`src/rtl/ahb_apb_pkg.sv`:
```
// ahb_apb_pkg: AHB/APB encodings, bridge FSM states and the transfer size/alignment check
package ahb_apb_pkg;
    typedef enum logic [1:0] {TR_IDLE = 2'b00, TR_BUSY = 2'b01, TR_NONSEQ = 2'b10, TR_SEQ = 2'b11} htrans_t;
    localparam logic [1:0] HRESP_OKAY  = 2'b00;
    localparam logic [1:0] HRESP_ERROR = 2'b01;
    typedef enum logic [2:0] {ST_IDLE, ST_WLATCH, ST_SETUP, ST_ACCESS, ST_ERR1, ST_ERR2} bridge_state_t;
    function automatic logic size_ok(input logic [2:0] hsize, input logic [2:0] addr_lsbs, input int data_width);
        int nbytes;
        nbytes = 1 << hsize;
        return (nbytes <= data_width / 8) && ((int'(addr_lsbs) & (nbytes - 1)) == 0);
    endfunction
endpackage

```
`src/rtl/apb_strb_gen.sv`:
```
// apb_strb_gen: byte strobes and size/alignment legality from HSIZE and the low address bits
module apb_strb_gen import ahb_apb_pkg::*; #(
    parameter int DATA_WIDTH = 32
) (
    input  logic [2:0]                       hsize_i,
    input  logic [$clog2(DATA_WIDTH/8)-1:0]  addr_i,
    input  logic                             write_i,
    output logic [DATA_WIDTH/8-1:0]          strb_o,
    output logic                             ok_o
);
    always_comb begin
        ok_o = size_ok(hsize_i, 3'(addr_i), DATA_WIDTH);
        strb_o = '0;
        for (int i = 0; i < DATA_WIDTH / 8; i++)
            strb_o[i] = write_i && ok_o && i >= int'(addr_i) && i < int'(addr_i) + (1 << hsize_i);
    end
endmodule

```
`src/rtl/ahb_apb_bridge_mc.sv`:
```
// ahb_apb_bridge_mc: multi-slave AHB-Lite to APB4 bridge with strobes, error responses and PREADY watchdog
module ahb_apb_bridge_mc import ahb_apb_pkg::*; #(
    parameter int ADDR_WIDTH = 32,
    parameter int DATA_WIDTH = 32,
    parameter int NSLV       = 4,
    parameter int SEL_LSB    = 12,
    parameter int TIMEOUT    = 256
) (
    input  logic                    clock,
    input  logic                    HRESETn,
    input  logic                    HSELAPBif,
    input  logic                    HREADYin,
    input  logic [ADDR_WIDTH-1:0]   HADDR,
    input  logic                    HWRITE,
    input  logic [1:0]              HTRANS,
    input  logic [2:0]              HSIZE,
    input  logic [2:0]              HBURST,
    input  logic [DATA_WIDTH-1:0]   HWDATA,
    output logic [DATA_WIDTH-1:0]   HRDATA,
    output logic [1:0]              HRESP,
    output logic                    HREADYout,
    output logic [ADDR_WIDTH-1:0]   PADDR,
    output logic [DATA_WIDTH-1:0]   PWDATA,
    output logic [DATA_WIDTH/8-1:0] PSTRB,
    output logic                    PWRITE,
    output logic                    PENABLE,
    output logic [NSLV-1:0]         PSEL,
    input  logic [DATA_WIDTH-1:0]   PRDATA,
    input  logic                    PREADY,
    input  logic                    PSLVERR
);
    localparam int SW   = DATA_WIDTH / 8;
    localparam int LW   = $clog2(SW);
    localparam int IW   = NSLV > 1 ? $clog2(NSLV) : 1;
    localparam int CW   = TIMEOUT > 1 ? $clog2(TIMEOUT) : 1;
    localparam int TMAX = TIMEOUT > 0 ? TIMEOUT - 1 : 0;

    bridge_state_t         state_q, state_d;
    logic [ADDR_WIDTH-1:0] addr_q;
    logic                  write_q;
    logic [SW-1:0]         strb_q, strb_c;
    logic [IW-1:0]         idx_q, idx_c;
    logic [DATA_WIDTH-1:0] pwdata_q;
    logic [CW-1:0]         cnt_q, cnt_d;
    logic                  valid, size_ok_c, mapped, done, expire, cap_win, cap, unused;

    assign unused  = ^HBURST;
    assign idx_c   = HADDR[SEL_LSB +: IW];
    assign mapped  = {1'b0, idx_c} < (IW+1)'(NSLV);
    assign valid   = HSELAPBif && HREADYin && (HTRANS == TR_NONSEQ || HTRANS == TR_SEQ);
    assign done    = state_q == ST_ACCESS && PREADY && !PSLVERR;
    assign expire  = TIMEOUT != 0 && state_q == ST_ACCESS && !PREADY && cnt_q == CW'(TMAX);
    assign cap_win = state_q == ST_IDLE || state_q == ST_ERR2 || done;
    assign cap     = valid && cap_win;

    apb_strb_gen #(.DATA_WIDTH(DATA_WIDTH)) u_strb (
        .hsize_i (HSIZE),
        .addr_i  (HADDR[LW-1:0]),
        .write_i (HWRITE),
        .strb_o  (strb_c),
        .ok_o    (size_ok_c)
    );

    always_comb begin
        state_d = state_q;
        cnt_d = '0;
        case (state_q)
            ST_IDLE, ST_ERR2: state_d = ST_IDLE;
            ST_WLATCH:        state_d = ST_SETUP;
            ST_SETUP:         state_d = ST_ACCESS;
            ST_ACCESS: begin
                state_d = PREADY ? (PSLVERR ? ST_ERR1 : ST_IDLE) : (expire ? ST_ERR1 : ST_ACCESS);
                cnt_d = (PREADY || expire) ? '0 : cnt_q + 1'b1;
            end
            ST_ERR1:          state_d = ST_ERR2;
            default:          state_d = ST_IDLE;
        endcase
        if (cap)
            state_d = !(mapped && size_ok_c) ? ST_ERR1 : HWRITE ? ST_WLATCH : ST_SETUP;
    end

    always_ff @(posedge clock or negedge HRESETn) begin
        if (!HRESETn) begin
            state_q  <= ST_IDLE;
            cnt_q    <= '0;
            addr_q   <= '0;
            write_q  <= 1'b0;
            strb_q   <= '0;
            idx_q    <= '0;
            pwdata_q <= '0;
        end else begin
            state_q <= state_d;
            cnt_q   <= cnt_d;
            if (cap) begin
                addr_q  <= HADDR;
                write_q <= HWRITE;
                strb_q  <= strb_c;
                idx_q   <= idx_c;
            end
            if (state_q == ST_WLATCH)
                pwdata_q <= HWDATA;
        end
    end

    assign HREADYout = cap_win;
    assign HRESP     = (state_q == ST_ERR1 || state_q == ST_ERR2) ? HRESP_ERROR : HRESP_OKAY;
    assign HRDATA    = (done && !write_q) ? PRDATA : '0;
    assign PENABLE   = state_q == ST_ACCESS;
    assign PSEL      = (state_q == ST_SETUP || state_q == ST_ACCESS) ? (NSLV'(1) << idx_q) : '0;
    assign PADDR     = addr_q;
    assign PWRITE    = write_q;
    assign PSTRB     = strb_q;
    assign PWDATA    = pwdata_q;
endmodule

```
`config.mk`:
```
export PLATFORM = sky130hd
export DESIGN_NAME = ahb_apb_bridge_mc
export DESIGN_NICKNAME = d
export VERILOG_FILES = /design/src/rtl/ahb_apb_pkg.sv /design/src/rtl/apb_strb_gen.sv /design/src/rtl/ahb_apb_bridge_mc.sv
export SDC_FILE = /design/constraint.sdc
export NUM_CORES = 1
export LEC_CHECK = 0
export CAP_MARGIN = 20
export CORE_MARGIN = 2
export CORE_UTILIZATION = 37
export DETAILED_ROUTE_END_ITERATION = 7
export GPL_ROUTABILITY_DRIVEN = 0
export PLACE_DENSITY_LB_ADDON = 0.12
export SYNTH_ARGS = -nofsm -noshare
export SYNTH_HDL_FRONTEND = slang
export SYNTH_SLANG_ARGS = --single-unit
```
`constraint.sdc`:
```
create_clock -name clock -period 2.2 [get_ports clock]
set_input_delay 0.66 -clock clock [delete_from_list [all_inputs] [get_ports clock]]
set_output_delay 0.66 -clock clock [all_outputs]
set_load 0.02 [all_outputs]
```
# After elaboration in Yosys (flattened, before gate mapping)
# Index checks and enable logic that the tools add are counted.
# op_classes
n_mux	12
n_eq_ne	8
reduce_logical	28
n_shift	2
magnitude_cmp	8
bitwise	1
addsub	3
# op_table
cell	count
< comparator 3 x 32 -> 1 bit, first input constant	2
adder 3 x 32 -> 32 bit	1
bitwise AND 3 x 32 -> 32 bit	1
<= comparator 32 x 4 -> 1 bit, second input constant	1
logical NOT 32 bit	1
< comparator 1 x 32 -> 1 bit, first input constant	1
< comparator 2 x 32 -> 1 bit, first input constant	1
two-way mux 32 bit	1
left shift 1 x 3 -> 32 bit, first input constant	1
subtractor 32 x 2 -> 32 bit, second input constant	1
logical AND 1 bit	17
two-way mux 8 bit	2
two-way mux 3 bit	5
case mux 3 bit (4 select lines)	1
adder 8 x 1 -> 8 bit, second input constant	1
== test 8 bit, second input constant	1
== test 3 x 2 -> 1 bit, second input constant	2
== test 3 bit, second input constant	2
logical OR 1 bit	6
== test 2 bit, second input constant	2
>= comparator 1 x 2 -> 1 bit, first input constant	2
two-way mux 4 bit	1
left shift 1 x 2 -> 4 bit, first input constant	1
== test 3 x 1 -> 1 bit, second input constant	1
5 further kinds	7
# word_totals
output_inout_bits	109
wordCells	69
ff_bits	82
in_bits	111

# Depth between registers and ports, before layout
# Gate-level depths: netlist of the first run.
# depth
ltp_word	8
depth_mapped	8

# Hierarchy
# A second synthesis of the first run with hierarchy kept.
# unflattened
cells_unflattened	278
area_unflattened_um2	3642.2
# modules_own_cells
module	cells_per_inst	seq_area_each_um2	n_inst	area_each_um2
ahb_apb_bridge_mc	251	2001.9	1	3432.0
apb_strb_gen	27	0.0	1	210.2

# Worst setup path before layout of the first run
# Ideal clock, no wire load.
# synth_timing
kind	input to register
from	input HSIZE[2]
to	register strb_q[0] (netlist: PSTRB[0])
arrival_time_ns	2.136
slack_ns	-0.040
required_ns	2.096
path_buffers	0
stages	6
setup_ns	0.104
path_cell_list	or3_1 -> ha_1 -> nor2b_1 -> a2111oi_2 -> nand3_1 -> o41ai_2
# synth_via
elab_chain_cells	8
elab_cells_between_ends	11
classes_between	add/sub (2); order compare (2); shift (1); bitwise (1); reduce/logical (5)
# synth_rtl
element	line_no	source
start: declaration	ahb_apb_bridge_mc.sv:16	input logic [2:0] HSIZE,
left shift 1 x 3 -> 32 bit *	ahb_apb_pkg.sv:9, apb_strb_gen.sv:15	
branches (longest 6 deep; another with adder 3 x 32 -> 32 bit)	-	
logical AND 1 bit *	apb_strb_gen.sv:15	strb_o[i] = write_i && ok_o && i >= int'(addr_i) && i < int'(addr_i) + (1 << hsize_i);
end signal: assignment	ahb_apb_bridge_mc.sv:97	strb_q <= strb_c;
end: declaration	ahb_apb_bridge_mc.sv:41	logic [SW-1:0] strb_q, strb_c;
# Every way passes the cells marked *.
# A chain may end at the register's enable or synchronous reset.

# Final worst setup path of the first run
# layout_timing
from	input PSLVERR
to	output HRDATA[20]
# layout_via
elab_chain_cells	4
# layout_rtl
element	line_no	source
start: declaration	ahb_apb_bridge_mc.sv:30	input logic PSLVERR
logical NOT 1 bit	ahb_apb_bridge_mc.sv:51	assign done = state_q == ST_ACCESS && PREADY && !PSLVERR;
logical AND 1 bit	ahb_apb_bridge_mc.sv:51	
logical AND 1 bit	ahb_apb_bridge_mc.sv:107	assign HRDATA = (done && !write_q) ? PRDATA : '0;
two-way mux 32 bit	ahb_apb_bridge_mc.sv:107	
end: declaration	ahb_apb_bridge_mc.sv:19	output logic [DATA_WIDTH-1:0] HRDATA,
# No other way between the ends.

==> summary.md, run 1 <==
| Metric | Value |
|---|---|
| Die X | `between 100 and 150 um` |
| Library cells used by synthesis | `39` |
| # IOs | `220` |
| Failing checks | `setup timing` |
| TritonCTS clock tree | `done` |
| Switching share of total power | `~37%` |
| Site Rows | `35` |
| Routed Antenna Nets | `0` |
| Residual DRC | `0` |
| Setup Viol. Count Final | `32` |
| Worst VDD drop | `between 0.7 and 0.8 mV` |
| Layout cells sized above 1 | `between 40% and 50%` |
| Total wire length | `about 11 mm` |
| Minimum clock period | `approximately 2400 ps` |
| Die area | `10500 sq um` |
| Via-per-instance ratio | `~4.7` |
| Synth-to-layout area growth | `85.5%` |
| Buf/Inv on CP | `5` |
| Kind of critical path | `in2out` |
| Area contributors post-synth | `dfrtp_1, mux2_2, and2_1` |
| First-pass GRT wire length | `~16 mm` |
| Fin nets | `648` |
| H-tree Lvls | `3` |
| Delay-heaviest family, CP | `buffers and inverters` |
| Core ar. | `just over 9000 sq um` |
| CP endpoint kind | `primary output` |
| Drt pass-1 iters | `4` |
| WL/cell | `roughly 16 um` |
| Combinational Power Share | `between 50% and 60%` |
| Clk sink count | `80` |
| CP Launch Type | `input port` |
| Synth area leader | `dfrtp_1` |
| Tcrit/Tclk final | `111%` |
| Synth Register Bits | `80` |
| Crit path top cell by count | `buf_6` |
| TritonCTS Buffers | `9` |
| Cell Pwr Density | `1160 nW/um^2` |
| Finished Cell Area | `about 6600 sq um` |
| Root Buffer | `clkbuf_8` |
| Max Fclk | `roughly 400 MHz` |
| GRT Overall Usage | `19.9%` |
| Sequential element share of the synthesized area | `approximately 56%` |
| DRT iter0 DRCs | `72` |
| Die Y | `102 um` |
| Routed via count | `~3100` |
| Fill cells | `between 600 and 700` |
| Vias in the first global route | `3328` |
| Post-synth EDFFs | `0` |
| Fin. Hold Viols | `0` |
| Slew Limit Fails | `0` |
| Largest net degree at the start of global routing | `35` |
| Synthesized instance count | `about 280` |
| Final worst setup slack | `-236 ps` |
| Worst-path cell chain | `dlygate4sd2_1 -> nor3_4 -> buf_6 -> buf_6 -> buf_4 -> and2_4 -> buf_6` |
| Number of inserted diodes | `0` |
| CP max stage delay | `between 200 and 300 ps` |
| RSZ-0062 raised after global routing | `yes` |
| Longest Clk Path Bufs | `2` |
| Max cap viols | `0` |
| Post-route setup TNS | `-4850 ps` |
| Port buffer count | `about 210` |
| Clock transition at path regs | `~80 ps` |
| Seq pwr share | `between 30% and 40%` |
| CP Max Fanout | `8` |
| Outcome | `finished with violations` |
| Ys Warns | `0` |
| P_int | `0.00488 W` |
| Clock Skews | `4.81 ps` |
| Placed Cells | `634` |
| Initial antenna violation count | `0` |
| Initial Util | `around two fifths` |
| Detail Placement HPWL | `between 7 and 8 mm` |
| Worst min path class | `in2async` |
| Pwr Total | `between 0.007 and 0.008 W` |
| Non-filler cells, final | `between 600 and 700` |
| Mapped Nets | `between 300 and 400` |
| Mapped cell area | `~3600 sq um` |
| Req. time, crit path | `1540 ps` |
| Yosys top cell area share | `approximately 56%` |
| Grt ovf | `0` |
| Worst Path Arrival | `roughly 1800 ps` |
| Worst skew pair latency | `between 300 and 400 ps` |
| Dpl cell area | `between 6000 and 7000 sq um` |
| Clock power share | `roughly an eighth` |
| Synthesized area per cell | `roughly 13 sq um` |
| Dominant synthesized flop cell | `dfrtp_1` |
| Crit-path slowest cell | `dlygate4sd2_1` |
| Pleak | `2.88 nW` |
| NetSw | `between 0.002 and 0.003 W` |
| Post-synth ARST share | `100%` |
## stage by stage
step | utilization, % | setup WS, ps | hold slack, ps
2_1_floorplan | - | 19.6 | 364
4_1_cts | 70.2 | -216 | 239
5_1_grt | 71.2 | -321 | 259
6_report | 71.2 | -236 | 240
3_3_place_gp | 65.6 | -794 | 473
3_5_place_dp | 65.6 | -853 | 474
## placed cells by master, fill, tap and decap left out, drive strengths merged, types with 2 or more instances in the layout
cell type and count:
nand4b 3, mux2 65, xor2 6, clkinv 3, and3 3, nor3 2, o22ai 3, nand2 7
dfrtp 80, nand2b 2, inv 6, o32ai 2, nor2b 4, and2 32, buf 83, dlymetal6s2s 3
dlygate4sd2 2, clkbuf 12, nand3 4, o21ai 3, clkdlybuf4s50 166, nor2 14, clkdlybuf4s15 3, ha 5
nor3b 3, nand4 3
## cell usage after synthesis (all sizes together) (2+ instances only)
| master | n |
|---|---|
| nor3b | 3 |
| o32ai | 2 |
| nand4 | 3 |
| ha | 5 |
| dfrtp | 80 |
| nand4b | 3 |
| xor2 | 6 |
| and3 | 3 |
| nand2b | 2 |
| o22ai | 3 |
| buf | 10 |
| nand3 | 4 |
| o21ai | 3 |
| nor3 | 2 |
| mux2 | 65 |
| clkbuf | 3 |
| and2 | 32 |
| nand2 | 7 |
| nor2b | 4 |
| nor2 | 14 |
| inv | 6 |
## power groups by stage
stage | registers, W | clock network, W | logic, W
2_1_floorplan | 0.00329 | 0 | 0.00122
3_3_place_gp | 0.00249 | 0 | 0.00408
3_5_place_dp | 0.00253 | 0 | 0.00413
4_1_cts | 0.00252 | 0.000949 | 0.00422
5_1_grt | 0.00261 | 0.00101 | 0.00449
6_report | 0.00251 | 0.000912 | 0.00426
## worst register-to-register path: cells and delay by family (launching register included)
| family | cells | cell delay [ps] |
|---|---|---|
| compound gates | 1 | 150 |
| flops | 1 | 390 |
| buf+inv | 3 | 590 |
| mux | 1 | 370 |
| xor+xnor | 1 | 200 |
## layer usage
| metal | global-route usage, % | routed length [um] |
|---|---|---|
| met5 | 0 | 0 |
| met4 | 6.87 | 199 |
| met3 | 8.96 | 1230 |
| met2 | 34.0 | 5380 |
| met1 | 22.0 | 3860 |
## state kept, by name (all words and copies together) (netlist names)
signal and cells:
cnt_q 8, PSTRB 4, state_q 3, PWRITE 1, PADDR 32, PWDATA 32
## final timing paths
| path | startpoint | end | slack [ps] | cells after the start |
|---|---|---|---|---|
| worst max-delay path | PSLVERR | HRDATA[20] | -240 | 7 |
| worst min-delay path | HRESETn | PWDATA[18] | 240 | 1 |
| worst max register to register | state_q[0] | PADDR[5] | 390 | 6 |
| worst min register to register | PSTRB[0] | PSTRB[0] | 500 | 2 |
| max in group asynchronous | HRESETn | PADDR[18] | 1350 | 2 |
| min in group clock | PSTRB[0] | PSTRB[0] | 500 | 2 |
## kinds of logic (layout without fill, tap and decap cells)
kind of cell	after synthesis	count (layout)	synth area share (%)
adders and majority gates	6	6	2.31
and+or+nand+nor	82	82	13.5
AOI/OAI and AO/OA	15	15	3.60
muxes	65	65	20.5
xor gates and xnor gates	7	7	1.71
other	1	1	0.105
buffers and inverters	19	279	2.41
DFF	80	80	55.9
## what timing repair did
item	CTS	global route
pin swaps	29	15
buffers inserted	11	4
resized for setup	278	24
setup endpoints to repair	46	44
gates cloned	3	0
hold buffers	0	0
## area by class of cell
type | instances | area, sq um | area share, %
Timing Repair Buffer | 258 | 2590 | 39.0
Sequential cell | 80 | 2000 | 30.2
Multi-Input combinational cell | 176 | 1710 | 25.8
Tap cell | 129 | 161 | 2.43
Clock buffer | 11 | 131 | 1.98
Clock inverter | 4 | 22.5 | 0.339
Inverter | 6 | 22.5 | 0.339
(Power assumes the default switching activity.)
==> run 2: changes to the inputs <==
RECOVER_POWER = 25   (was unset)
SLEW_MARGIN = 20   (was unset)
==> run 2 against run 1 <==
  * The run ends with capacitance limit, slew limit, setup timing left
  * Combinational power is essentially flat
  * First-iteration DRC count stayed put
  * Worst hold slack improved by 260 ps
  * Non-clock buffer count did not move
  * Die area unchanged
  * Register-to-register slack is essentially flat
  * Global-route usage unchanged
  * Sequential power about the same
  * Power is essentially flat
  * Sequential share of layout area rose by 0.074 points
  * Flip-flop and latch count unchanged
==> summary.md, run 2 (same netlist as run 1, synthesis figures left out) <==
| Metric | Value |
|---|---|
| Largest net degree at the start of global routing | `35` |
| Routed via count | `approximately 3100` |
| Initial Util | `a little under two fifths` |
| Pwr Total | `around 0.0077 W` |
| Site Rows | `35` |
| # IOs | `220` |
| Grt ovf | `0` |
| Layout cells sized above 1 | `around 40%` |
| Clock Skews | `4.82 ps` |
| Max Fclk | `410 MHz` |
| GRT Overall Usage | `19.9%` |
| WL/cell | `~16 um` |
| Via-per-instance ratio | `between 4 and 5` |
| Routed Antenna Nets | `0` |
| Slew Limit Fails | `31` |
| Pleak | `around 2.9 nW` |
| Clk sink count | `80` |
| Longest Clk Path Bufs | `2` |
| Worst VDD drop | `0.782 mV` |
| Clock transition at path regs | `approximately 80 ps` |
| Worst-path cell chain | `dlygate4sd2_1 -> nor3_4 -> buf_6 -> buf_6 -> buf_4 -> and2_4 -> buf_6` |
| Cell Pwr Density | `~1200 nW/um^2` |
| Vias in the first global route | `between 3000 and 4000` |
| H-tree Lvls | `3` |
| Most frequent cells in the layout | `clkdlybuf4s50_1, dfrtp_1, mux2_2` |
| Number of inserted diodes | `0` |
| Root Buffer | `clkbuf_8` |
| Dpl cell area | `~6100 sq um` |
| Core ar. | `between 9000 and 10000 sq um` |
| Worst Path Arrival | `between 1500 and 2000 ps` |
| Die area | `10500 sq um` |
| Fin. Hold Viols | `0` |
| Drt pass-1 iters | `4` |
| Max_slew headroom | `-8.45%` |
| Crit path top cell by count | `buf_6` |
| Setup Viol. Count Final | `32` |
| CP Max Fanout | `8` |
| Reg2Reg Depth | `6` |
| RSZ-0062 raised after global routing | `yes` |
| Minimum clock period | `2440 ps` |
| Finished Cell Area | `around 6600 sq um` |
| Kind of critical path | `in2out` |
| Crit-path slowest cell | `dlygate4sd2_1` |
| Die X | `102 um` |
| Hold buffer count at cts | `0` |
| Tightest Pin Transition | `roughly 1600 ps` |
| Failing checks | `capacitance limit, slew limit, setup timing` |
| R2r startpoint | `state_q[0]` |
| Worst skew pair latency | `340 ps` |
| Outcome | `finished with violations` |
| TritonCTS Buffers | `9` |
| Req. time, crit path | `~1500 ps` |
| Hold Path Depth | `2` |
| Detail Placement HPWL | `roughly 8 mm` |
| CP Launch Type | `input port` |
| Initial antenna violation count | `0` |
| Most common cell after layout, fill and taps aside | `clkdlybuf4s50_1` |
| First-pass GRT wire length | `16.1 mm` |
| Synth-to-layout area growth | `85.1%` |
| CP endpoint kind | `primary output` |
| Final core utilization | `just over 70%` |
| CP Launch Point | `PSLVERR` |
| Worst path depth | `7` |
| Final worst setup slack | `-236 ps` |
| Total wire length | `between 10 and 15 mm` |
| Die Y | `102 um` |
| Delay-heaviest family, CP | `buffers and inverters` |
| Worst min path class | `reg2reg` |
| Port buffer count | `approximately 210` |
| DRT iter0 DRCs | `72` |
| HP Start | `PSTRB[0]` |
| Buf/Inv on CP | `5` |
| TritonCTS clock tree | `done` |
| Tcrit/Tclk final | `111%` |
| CP max stage delay | `approximately 270 ps` |
| Setup WS pre-CTS | `-853 ps` |
| Max cap viols | `1` |
| Fin nets | `about 650` |
| Residual DRC | `0` |
run 2: cell types whose count changed in the layout (fill, tap and decap cells not counted):
cell,delta
buf_12,-1
clkbuf_1,+1
run 2: layer usage:
layer  GRT usage (%)  vias up  wire length, um
met5               0        -                0
met4            6.87        0              199
met3            8.96       15             1230
met2            34.0      153             5380
met1            22.0     1507             3870
li1                -     1466                -
run 2: report_power, final:
group / switching [W] / internal (W)
logic: 0.00192 / 0.00234
registers: 0.000374 / 0.00214
clock network: 0.000512 / 0.000399
total: 0.00281 / 0.00488
run 2: final timing paths:
kind	slack [ps]	endpoint
max reg2reg	390	PADDR[5]
min	500	PSTRB[0]
min reg2reg	500	PSTRB[0]
min in group asynchronous	720	PWDATA[18]
max	-240	HRDATA[20]
max in group asynchronous	260	PWDATA[19]
run 2: worst register-to-register path, stage by stage (launching register included):
cell and delay [ps]:
dfrtp_1 390, buf_4 160, xor2_1 200, buf_4 170, o22ai_4 150, buf_4 260, mux2_2 370
run 2: what timing repair did:
| item | CTS | global route |
|---|---|---|
| pin swaps | 29 | 15 |
| setup endpoints to repair | 46 | 44 |
| buffers inserted | 11 | 4 |
| cloned | 3 | 0 |
| resized for setup | 278 | 24 |
run 2: cell type report:
class / instances / area (sq um)
inverter: 6 / 22.5
tap: 129 / 161
fill: 672 / 2710
clock buffer: 11 / 131
multi-input combinational: 176 / 1710
clock inverter: 4 / 22.5
sequential: 80 / 2000
timing repair buffer: 258 / 2570
run 2: metrics by stage:
step / std cells / TNS [ps] / hold WS (ps)
2_1_floorplan: 275 / 0 / 364
3_3_place_gp: 634 / -35680 / 473
3_5_place_dp: 634 / -37790 / 474
4_1_cts: 662 / -4550 / 239
5_1_grt: 664 / -12400 / 520
6_report: 664 / -4850 / 498
